### src/rtl/lif_update_if.sv
// Bundle between the convolution accumulator, the LIF membrane stage and its consumer.
// The master drives current beats and control; the slave reports spikes and sweep status.
interface lif_update_if #(
    parameter int DATA_WIDTH = 15,
    parameter int MEM_WIDTH  = 18,
    parameter int NEURONS    = 32
);
    localparam int IDX_W = $clog2(NEURONS);

    logic                          in_valid;
    logic [2*(DATA_WIDTH+1)-1:0]   in_data;
    logic signed [MEM_WIDTH-1:0]   threshold;
    logic                          frame_start;
    logic                          mem_clear;
    logic [1:0]                    spikes;
    logic                          spike_valid;
    logic [IDX_W-1:0]              neuron_idx;
    logic                          busy;
    logic                          drop;

    modport master (
        output in_valid, in_data, threshold, frame_start, mem_clear,
        input  spikes, spike_valid, neuron_idx, busy, drop
    );

    modport slave (
        input  in_valid, in_data, threshold, frame_start, mem_clear,
        output spikes, spike_valid, neuron_idx, busy, drop
    );
endinterface

### src/rtl/lif_update.sv
// Two-lane leaky integrate-and-fire membrane stage: shift leak, saturating integrate,
// threshold fire with reset-to-zero, plus a one-neuron-per-cycle clear sweep.
module lif_update #(
    parameter int DATA_WIDTH = 15,
    parameter int MEM_WIDTH  = 18,
    parameter int NEURONS    = 32,
    parameter int LEAK_SHIFT = 4
) (
    input  logic        clk,
    input  logic        rst,
    lif_update_if.slave bus
);
    localparam int LANE_W = DATA_WIDTH + 1;
    localparam int SUM_W  = MEM_WIDTH + 1;
    localparam int IDX_W  = $clog2(NEURONS);

    localparam logic signed [SUM_W-1:0]     SUM_MAX = {2'b00, {(MEM_WIDTH-1){1'b1}}};
    localparam logic signed [SUM_W-1:0]     SUM_MIN = {2'b11, {(MEM_WIDTH-1){1'b0}}};
    localparam logic signed [MEM_WIDTH-1:0] MEM_MAX = {1'b0, {(MEM_WIDTH-1){1'b1}}};
    localparam logic signed [MEM_WIDTH-1:0] MEM_MIN = {1'b1, {(MEM_WIDTH-1){1'b0}}};

    typedef enum logic {IDLE, CLEAR} state_t;

    state_t                      state_q;
    logic [IDX_W-1:0]            sweepAddr_q;
    logic                        busy_q;
    logic                        drop_q;
    logic [IDX_W-1:0]            count_q, count_d;
    logic                        s1Valid_q;
    logic signed [LANE_W-1:0]    s1Cur0_q, s1Cur1_q;
    logic [IDX_W-1:0]            s1Idx_q;
    logic [1:0]                  spikes_q;
    logic                        spikeValid_q;
    logic [IDX_W-1:0]            neuronIdx_q;
    logic signed [MEM_WIDTH-1:0] mem0_q [NEURONS];
    logic signed [MEM_WIDTH-1:0] mem1_q [NEURONS];

    logic                        accept;
    logic [IDX_W-1:0]            beatIdx;
    logic signed [LANE_W-1:0]    cur0, cur1;
    logic signed [MEM_WIDTH-1:0] v0, v1, sum0, sum1;
    logic                        fire0, fire1;
    logic                        writeEn;

    // The sum is one bit wider than the membrane so the leak/integrate result cannot wrap
    // before it is clamped back into the membrane range.
    function automatic logic signed [MEM_WIDTH-1:0] integrate(
        input logic signed [MEM_WIDTH-1:0] v,
        input logic signed [LANE_W-1:0]    cur
    );
        logic signed [MEM_WIDTH-1:0] leak;
        logic signed [SUM_W-1:0]     sum;
        leak = v >>> LEAK_SHIFT;
        sum  = {v[MEM_WIDTH-1], v} - {leak[MEM_WIDTH-1], leak}
             + {{(SUM_W-LANE_W){cur[LANE_W-1]}}, cur};
        if (sum > SUM_MAX)
            integrate = MEM_MAX;
        else if (sum < SUM_MIN)
            integrate = MEM_MIN;
        else
            integrate = sum[MEM_WIDTH-1:0];
    endfunction

    assign cur0 = bus.in_data[LANE_W-1:0];
    assign cur1 = bus.in_data[2*LANE_W-1:LANE_W];

    always_comb begin
        accept  = bus.in_valid && !busy_q;
        beatIdx = bus.frame_start ? '0 : count_q;
        count_d = count_q;
        if (accept)
            count_d = beatIdx + IDX_W'(1);
        else if (bus.frame_start)
            count_d = '0;
    end

    // Membranes are read in the compute cycle, so the previous beat's writeback is always visible.
    assign v0      = mem0_q[s1Idx_q];
    assign v1      = mem1_q[s1Idx_q];
    assign sum0    = integrate(v0, s1Cur0_q);
    assign sum1    = integrate(v1, s1Cur1_q);
    assign fire0   = sum0 >= $signed(bus.threshold);
    assign fire1   = sum1 >= $signed(bus.threshold);
    assign writeEn = s1Valid_q && !busy_q && !bus.mem_clear;

    always_ff @(posedge clk) begin
        if (rst) begin
            state_q      <= IDLE;
            sweepAddr_q  <= '0;
            busy_q       <= 1'b0;
            drop_q       <= 1'b0;
            count_q      <= '0;
            s1Valid_q    <= 1'b0;
            s1Cur0_q     <= '0;
            s1Cur1_q     <= '0;
            s1Idx_q      <= '0;
            spikes_q     <= '0;
            spikeValid_q <= 1'b0;
            neuronIdx_q  <= '0;
        end else begin
            case (state_q)
                IDLE: begin
                    if (bus.mem_clear) begin
                        state_q     <= CLEAR;
                        busy_q      <= 1'b1;
                        sweepAddr_q <= '0;
                    end
                end
                CLEAR: begin
                    sweepAddr_q <= sweepAddr_q + IDX_W'(1);
                    if (sweepAddr_q == IDX_W'(NEURONS - 1)) begin
                        state_q <= IDLE;
                        busy_q  <= 1'b0;
                    end
                end
                default: begin
                    state_q <= IDLE;
                    busy_q  <= 1'b0;
                end
            endcase

            if (bus.in_valid && busy_q)
                drop_q <= 1'b1;

            count_q   <= count_d;
            s1Valid_q <= accept;
            if (accept) begin
                s1Cur0_q <= cur0;
                s1Cur1_q <= cur1;
                s1Idx_q  <= beatIdx;
            end

            spikeValid_q <= s1Valid_q;
            if (s1Valid_q) begin
                spikes_q    <= {fire1, fire0};
                neuronIdx_q <= s1Idx_q;
            end
        end
    end

    // Sweep writes win over an in-flight writeback.
    always_ff @(posedge clk) begin
        if (rst) begin
            for (int i = 0; i < NEURONS; i++) begin
                mem0_q[i] <= '0;
                mem1_q[i] <= '0;
            end
        end else if (busy_q) begin
            mem0_q[sweepAddr_q] <= '0;
            mem1_q[sweepAddr_q] <= '0;
        end else if (writeEn) begin
            mem0_q[s1Idx_q] <= fire0 ? '0 : sum0;
            mem1_q[s1Idx_q] <= fire1 ? '0 : sum1;
        end
    end

    assign bus.spikes      = spikes_q;
    assign bus.spike_valid = spikeValid_q;
    assign bus.neuron_idx  = neuronIdx_q;
    assign bus.busy        = busy_q;
    assign bus.drop        = drop_q;
endmodule

### src/flat_wrapper.sv
// flat-port wrapper written by rule: the top's interface ports become plain ports
module lif_update_flat 
#(
    parameter int DATA_WIDTH = 15,
    parameter int MEM_WIDTH  = 18,
    parameter int NEURONS    = 32,
    parameter int LEAK_SHIFT = 4
)
  (clk, rst, bus_in_valid, bus_in_data, bus_threshold, bus_frame_start, bus_mem_clear, bus_spikes, bus_spike_valid, bus_neuron_idx, bus_busy, bus_drop);
  lif_update_if #(.DATA_WIDTH(DATA_WIDTH), .MEM_WIDTH(MEM_WIDTH), .NEURONS(NEURONS)) bus_i ();
  input  logic clk;
  input  logic rst;
  input wire logic [$bits(bus_i.in_valid)-1:0] bus_in_valid;
  input wire logic [$bits(bus_i.in_data)-1:0] bus_in_data;
  input wire logic [$bits(bus_i.threshold)-1:0] bus_threshold;
  input wire logic [$bits(bus_i.frame_start)-1:0] bus_frame_start;
  input wire logic [$bits(bus_i.mem_clear)-1:0] bus_mem_clear;
  output wire logic [$bits(bus_i.spikes)-1:0] bus_spikes;
  output wire logic [$bits(bus_i.spike_valid)-1:0] bus_spike_valid;
  output wire logic [$bits(bus_i.neuron_idx)-1:0] bus_neuron_idx;
  output wire logic [$bits(bus_i.busy)-1:0] bus_busy;
  output wire logic [$bits(bus_i.drop)-1:0] bus_drop;
  assign bus_i.in_valid = bus_in_valid;
  assign bus_i.in_data = bus_in_data;
  assign bus_i.threshold = bus_threshold;
  assign bus_i.frame_start = bus_frame_start;
  assign bus_i.mem_clear = bus_mem_clear;
  assign bus_spikes = bus_i.spikes;
  assign bus_spike_valid = bus_i.spike_valid;
  assign bus_neuron_idx = bus_i.neuron_idx;
  assign bus_busy = bus_i.busy;
  assign bus_drop = bus_i.drop;
  lif_update #(.DATA_WIDTH(DATA_WIDTH), .MEM_WIDTH(MEM_WIDTH), .NEURONS(NEURONS), .LEAK_SHIFT(LEAK_SHIFT)) u_core (.clk(clk), .rst(rst), .bus(bus_i));
endmodule
### config.mk
export PLATFORM = sky130hd
export DESIGN_NAME = lif_update_flat
export DESIGN_NICKNAME = d
export VERILOG_FILES = /design/src/rtl/lif_update_if.sv /design/src/rtl/lif_update.sv /design/src/flat_wrapper.sv
export SDC_FILE = /design/constraint.sdc
export NUM_CORES = 2
export LEC_CHECK = 0
export ABC_CLOCK_PERIOD_IN_PS = 13900
export CAP_MARGIN = 5
export CORE_ASPECT_RATIO = 0.6
export CORE_MARGIN = 1.5
export CORE_UTILIZATION = 50
export CTS_CLUSTER_DIAMETER = 50
export CTS_CLUSTER_SIZE = 25
export DETAILED_ROUTE_END_ITERATION = 10
export GPL_TIMING_DRIVEN = 0
export PLACE_DENSITY = 0.73
export SLEW_MARGIN = 15
export SYNTH_ARGS = -nofsm -noshare
export SYNTH_HDL_FRONTEND = slang
export SYNTH_SLANG_ARGS = --single-unit
### constraint.sdc
create_clock -name clk -period 13.9 [get_ports clk]
set_clock_uncertainty 0.15 [all_clocks]
set_input_delay 2.78 -clock clk [delete_from_list [all_inputs] [get_ports clk]]
set_output_delay 2.78 -clock clk [all_outputs]
set_load 0.01 [all_outputs]
# ---- After elaboration in Yosys (flattened, before gate mapping)
# Memories as Yosys holds them, arrays and structs flattened. A register that Yosys moved wholly into a read port is not among the register bits.
# Index checks and enable logic that the tools add are counted.
dict set report word_totals {
  register_bits 59
  latch_bits 0
  ram_bits 1152
  mem_bits_ro 0
  input_bits 55
  word_cells 82
  memories 2
}
dict set report classes {
  addsub 6
  multipliers 0
  div_mod_pow 0
  magnitude_cmp 6
  n_eq_ne 3
  shift 0
  n_mux 41
  bitwise_logic 1
  reduce_logical 11
}
# name depth width rd rd_ports_with_merged_regs wr line
set mem_list {}
lappend mem_list {u_core.mem0_q 32 18 1 1 32 lif_update.sv:35} ;# logic signed [MEM_WIDTH-1:0] mem0_q [NEURONS];
lappend mem_list {u_core.mem1_q 32 18 1 1 32 lif_update.sv:36} ;# logic signed [MEM_WIDTH-1:0] mem1_q [NEURONS];
# cell count
set ops {}
lappend ops {{$mux 18} 10}
lappend ops {{$reduce_or 18->1} 4}
lappend ops {{$mux 5} 11}
lappend ops {{$add 19x19->19} 2}
lappend ops {{$gt 19x18->1 const B} 2}
lappend ops {{$lt 19x18->1 const B} 2}
lappend ops {{$sub 18x14->19} 2}
lappend ops {{$ge 18x18->1} 2}
lappend ops {{$mux 1} 17}
lappend ops {{$add 5x1->5 const B} 2}
lappend ops {{$pmux 5 s2} 1}
lappend ops {{$eq 5x5->1 const B} 1}
lappend ops {{$logic_and 1x1->1} 4}
lappend ops {{$ne 2x2->1 const B} 2}
lappend ops {{$pmux 1 s2} 2}
lappend ops {{$logic_not 1->1} 2}
lappend ops {{$reduce_and 2->1} 1}
lappend ops {{$not 1->1} 1}

# ---- Depth between registers and ports, before layout
dict set report depth {
  word_depth 9
  depth_mapped 33
  ltp_nobuf 25
}

# ---- Least setup slack after synthesis
# OpenSTA, ideal clock, no wires.
dict set report synth_timing {
  path_kind {flip-flop to flip-flop}
  start {register (tool-made name)}
  end {memory u_core.mem1_q[0][10] (data pin)}
  arrival_ns 7.036
  t_required_ns 13.609
  path_slack_ns 6.573
  stages_incl_launch_ff 30
  path_cell_list {dfxtp_1 -> buf_2 -> buf_2 -> buf_1 -> mux4_2 -> mux4_2 -> mux2i_1 -> fa_1 -> inv_1 -> ha_1 -> a211oi_1 -> o21bai_2 -> a2bb2oi_4 -> a211oi_4 -> o21ai_4 -> inv_2 -> buf_4 -> maj3_2 -> buf_2 -> inv_1 -> ha_1 -> a2111oi_0 -> o21ai_0 -> a2111oi_0 -> o41a_1 -> buf_4 -> buf_6 -> nand3_2 -> clkbuf_1 -> nor2_1}
}
# element line
set synth_rtl {}
lappend synth_rtl {{end, declared} lif_update.sv:36}

==> flow_summary.yaml <==
logic_synthesis:
  postSynthAreaPerCell_um2: 14.1
  synth-compound-area-share: 0.0257
  synth.most_common_cell: "nor2_1"
  yosysTopAreaCell: "edfxtp_1"
  synth_top_family_by_area: "multiplexers"
  yosysWarningCount: 0
  synthFlopType: "edfxtp_1"
  synth.area.top_cells: "edfxtp_1 (61%), mux4_2 (14%), nor2_1 (7.8%)"
  ys_types: 76
  ys_ff_latch: 1216
  ys_async_sr_fraction: 0
  synthCells: 4007
  synthesis.nets: 4173
  synth_mux_area_frac: 0.152
  yosysSeqAreaShare: 0.635
  yosys.area_share.simple: 0.107
  synth_edf_count: 1152
  synth_fa_ha_area_frac: 0.0350
  synth_top_area_frac: 0.612
  synthXorXnorAreaFrac: 0.00631
  ys_top_cells_by_count: "nor2_1 (1180), edfxtp_1 (1152), mux4_2 (360)"
  netlist_area_mm2: 0.0565
setup_path:
  ff2ff_path_depth: 29
  cp_max_fo: 10
  critical_path_class: "flop to flop"
  rr_endpoint: "u_core.mem0_q[9][6]"
  cp_common_cell: "clkbuf_1"
  slowest_stage: "clkbuf_1"
  cpPeakStageDelay_ns: 1.06
  critPathCaptureType: "flop"
  cp-start-kind: "flop"
  crit_arrival_ns: 13.04
  rrSetupSlack_ns: 1.12
  crit_required_ns: 14.16
pwr:
  switchingPower_mw: 3.07
  swShare: 0.342
  pwr-share-seq: 0.467
  pwr-share-clk: 0.272
  irDropWorstVdd_mv: 0.143
  cellInternalPower_mw: 5.90
  combPwrFrac: 0.262
  p_per_area_mw_per_mm2: 142
  p_leak_nw: 22.5
hold_path:
  hold_end: "u_core.s1Cur1_q[9]"
  hp-class: "flop to flop"
  hold_depth: 2
  hp-start: "u_core.s1Cur1_q[9]"
clocking:
  clk_pin_slew_worst_paths_ns: 0.10
  post_cts_buffers: 0
  cts_resized: 0
  hold_buffers: 0
  root_buffer: "clkbuf_16"
  cts_tree: "yes"
  h-tree-depth: 3
  clock_sinks: 1216
  cts_max_path_buffers: 3
  clock_latency_ns: 0.72
  numCtsBuffers: 69
sta:
  setup_viol: 0
  finalHoldViolCount: 0
  tns_ns: 0
  timing.final.max_slew_violations: 0
  hold_ws_ns: 0.313
  worst_pin_slew_ns: 1.44
  maxSlewHeadroom: 0.0388
  fin_crit_sh: 0.920
  rsz0062_at_grt: "no"
  finalCriticalPeriod_ns: 12.78
  max_freq_mhz: 78.2
global_route:
  globalRouteMet2Util: 0.427
  grt_max_degree: 37
  grtUsageMet3: 0.155
  grtUsageMet1: 0.471
  grt_util_all_layers: 0.328
  antenna_found_initial: 4
  overflow: 0
  grt.busiest_layer: "met1"
  grt_pass1_wl_um: 263000
  grt_pass1_vias: 35400
layout:
  diodes: 0
  drive_above_1_share: 0.192
  fin_nets: 4365
  post-route-util: 0.564
  fill_cells: 8719
  synthToLayoutAreaGrowth_pct: 11.8
detailed_routing:
  drt_iter0_markers: 7318
  post_drt_wl_per_cell_um: 33.0
  remaining_drc_errors: 4
  vias_per_cell: 6.56
  wl_um: 190000
  antenna_left: 0
  vias: 37800
  dr.pass1.iters: 11
placed_design:
  dp_hpwl_um: 138000
  port_buffers: 64
  gp_congestion: 1.01
outcome:
  violations: "design-rule violations"
  status: "finished, violations left"
die:
  rows: 95
  core_area_mm2: 0.112
  die_area_mm2: 0.115
  die_w_um: 437
  start_util: 0.505
  ios: 65
  die_y_um: 263
run:
  maxCapViolCount: 0
[worst max-delay path by stage]
stage,end
floorplan,u_core.mem1_q[0][10]
global placement,u_core.mem1_q[21][12]
detailed placement,u_core.mem0_q[9][6]
CTS,u_core.mem0_q[9][6]
global route,u_core.mem0_q[9][3]
finish,u_core.mem0_q[9][6]
[logic make-up (layout without fill, tap and decap cells)]
logic type | after synthesis | count (layout)
compound gates | 215 | 215
xor+xnor | 39 | 39
fa+ha+maj | 139 | 139
buf+inv | 495 | 739
flops | 1216 | 1216
mux | 405 | 405
simple gates | 1498 | 1498
[power by group through the flow]
stage,Clock (mW),Sequential [mW],Combinational [mW]
finish,2.44,4.19,2.35
floorplan,0,4.25,1.37
global route,2.54,4.20,2.45
CTS,2.42,4.18,2.28
detailed placement,0,4.27,2.26
global placement,0,4.28,2.16
[critical path: cells and delay by family (launching register included)]
family / cells / cell delay (ns)
AOI/OAI and AO/OA: 9 / 3.02
adders and majority gates: 5 / 1.81
buffers and inverters: 9 / 4.09
DFF: 1 / 0.33
muxes: 3 / 1.73
and+or+nand+nor: 3 / 1.26
[flip-flops by register name (all words and copies together), names as in the netlist, 5 cells and up, named ones only]
register and flops:
u_core.s1Idx_q 5, u_core.s1Cur1_q 16, u_core.sweepAddr_q 5, u_core.bus.neuron_idx 5, u_core.mem1_q 576, u_core.count_q 5
u_core.s1Cur0_q 16, u_core.mem0_q 576
[stage by stage]
step                      std cells  area (µm²)  setup slack, ns  total power, mW
after floorplan                4007       56500             6.57             5.63
after global placement         5574       59000             1.94             6.44
after detailed placement       5631       60800             2.32             6.53
after CTS                      5754       63200             2.28             8.88
after global routing           5754       63200             1.28             9.18
final                          5754       63200             1.12             8.97
[final cells by class]
type	count	area [µm²]	share of cell area
Clock inverter	38	527	0.00834
Tap cell	1503	1880	0.0298
Timing Repair Buffer	121	2000	0.0316
Multi-Input combinational cell	2296	18700	0.297
Clock buffer	85	1860	0.0294
Buffer	305	1590	0.0252
Sequential cell	1216	35900	0.568
Inverter	190	713	0.0113
[cell usage in the layout (no fill, tap or decap), types with 22 or more instances in the layout]
| master | count |
|---|---|
| clkbuf_16 | 72 |
| buf_2 | 131 |
| ha_1 | 77 |
| buf_16 | 32 |
| edfxtp_1 | 1152 |
| clkbuf_1 | 116 |
| buf_12 | 22 |
| fa_1 | 34 |
| mux2i_1 | 41 |
| mux4_2 | 360 |
| dfxtp_1 | 64 |
| o21bai_4 | 28 |
| inv_1 | 189 |
| buf_6 | 33 |
| nor3_1 | 44 |
| nor2_1 | 1180 |
| nand2_1 | 170 |
| clkdlybuf4s50_1 | 64 |
| a21oi_1 | 86 |
[metal layers]
metal | wire [µm] | vias to the layer above
met3 | 37500 | 515
li1 | - | 14800
met2 | 74300 | 3618
met1 | 68500 | 18800
met4 | 9440 | 14
met5 | 402 | -
(Power assumes the default switching activity.)
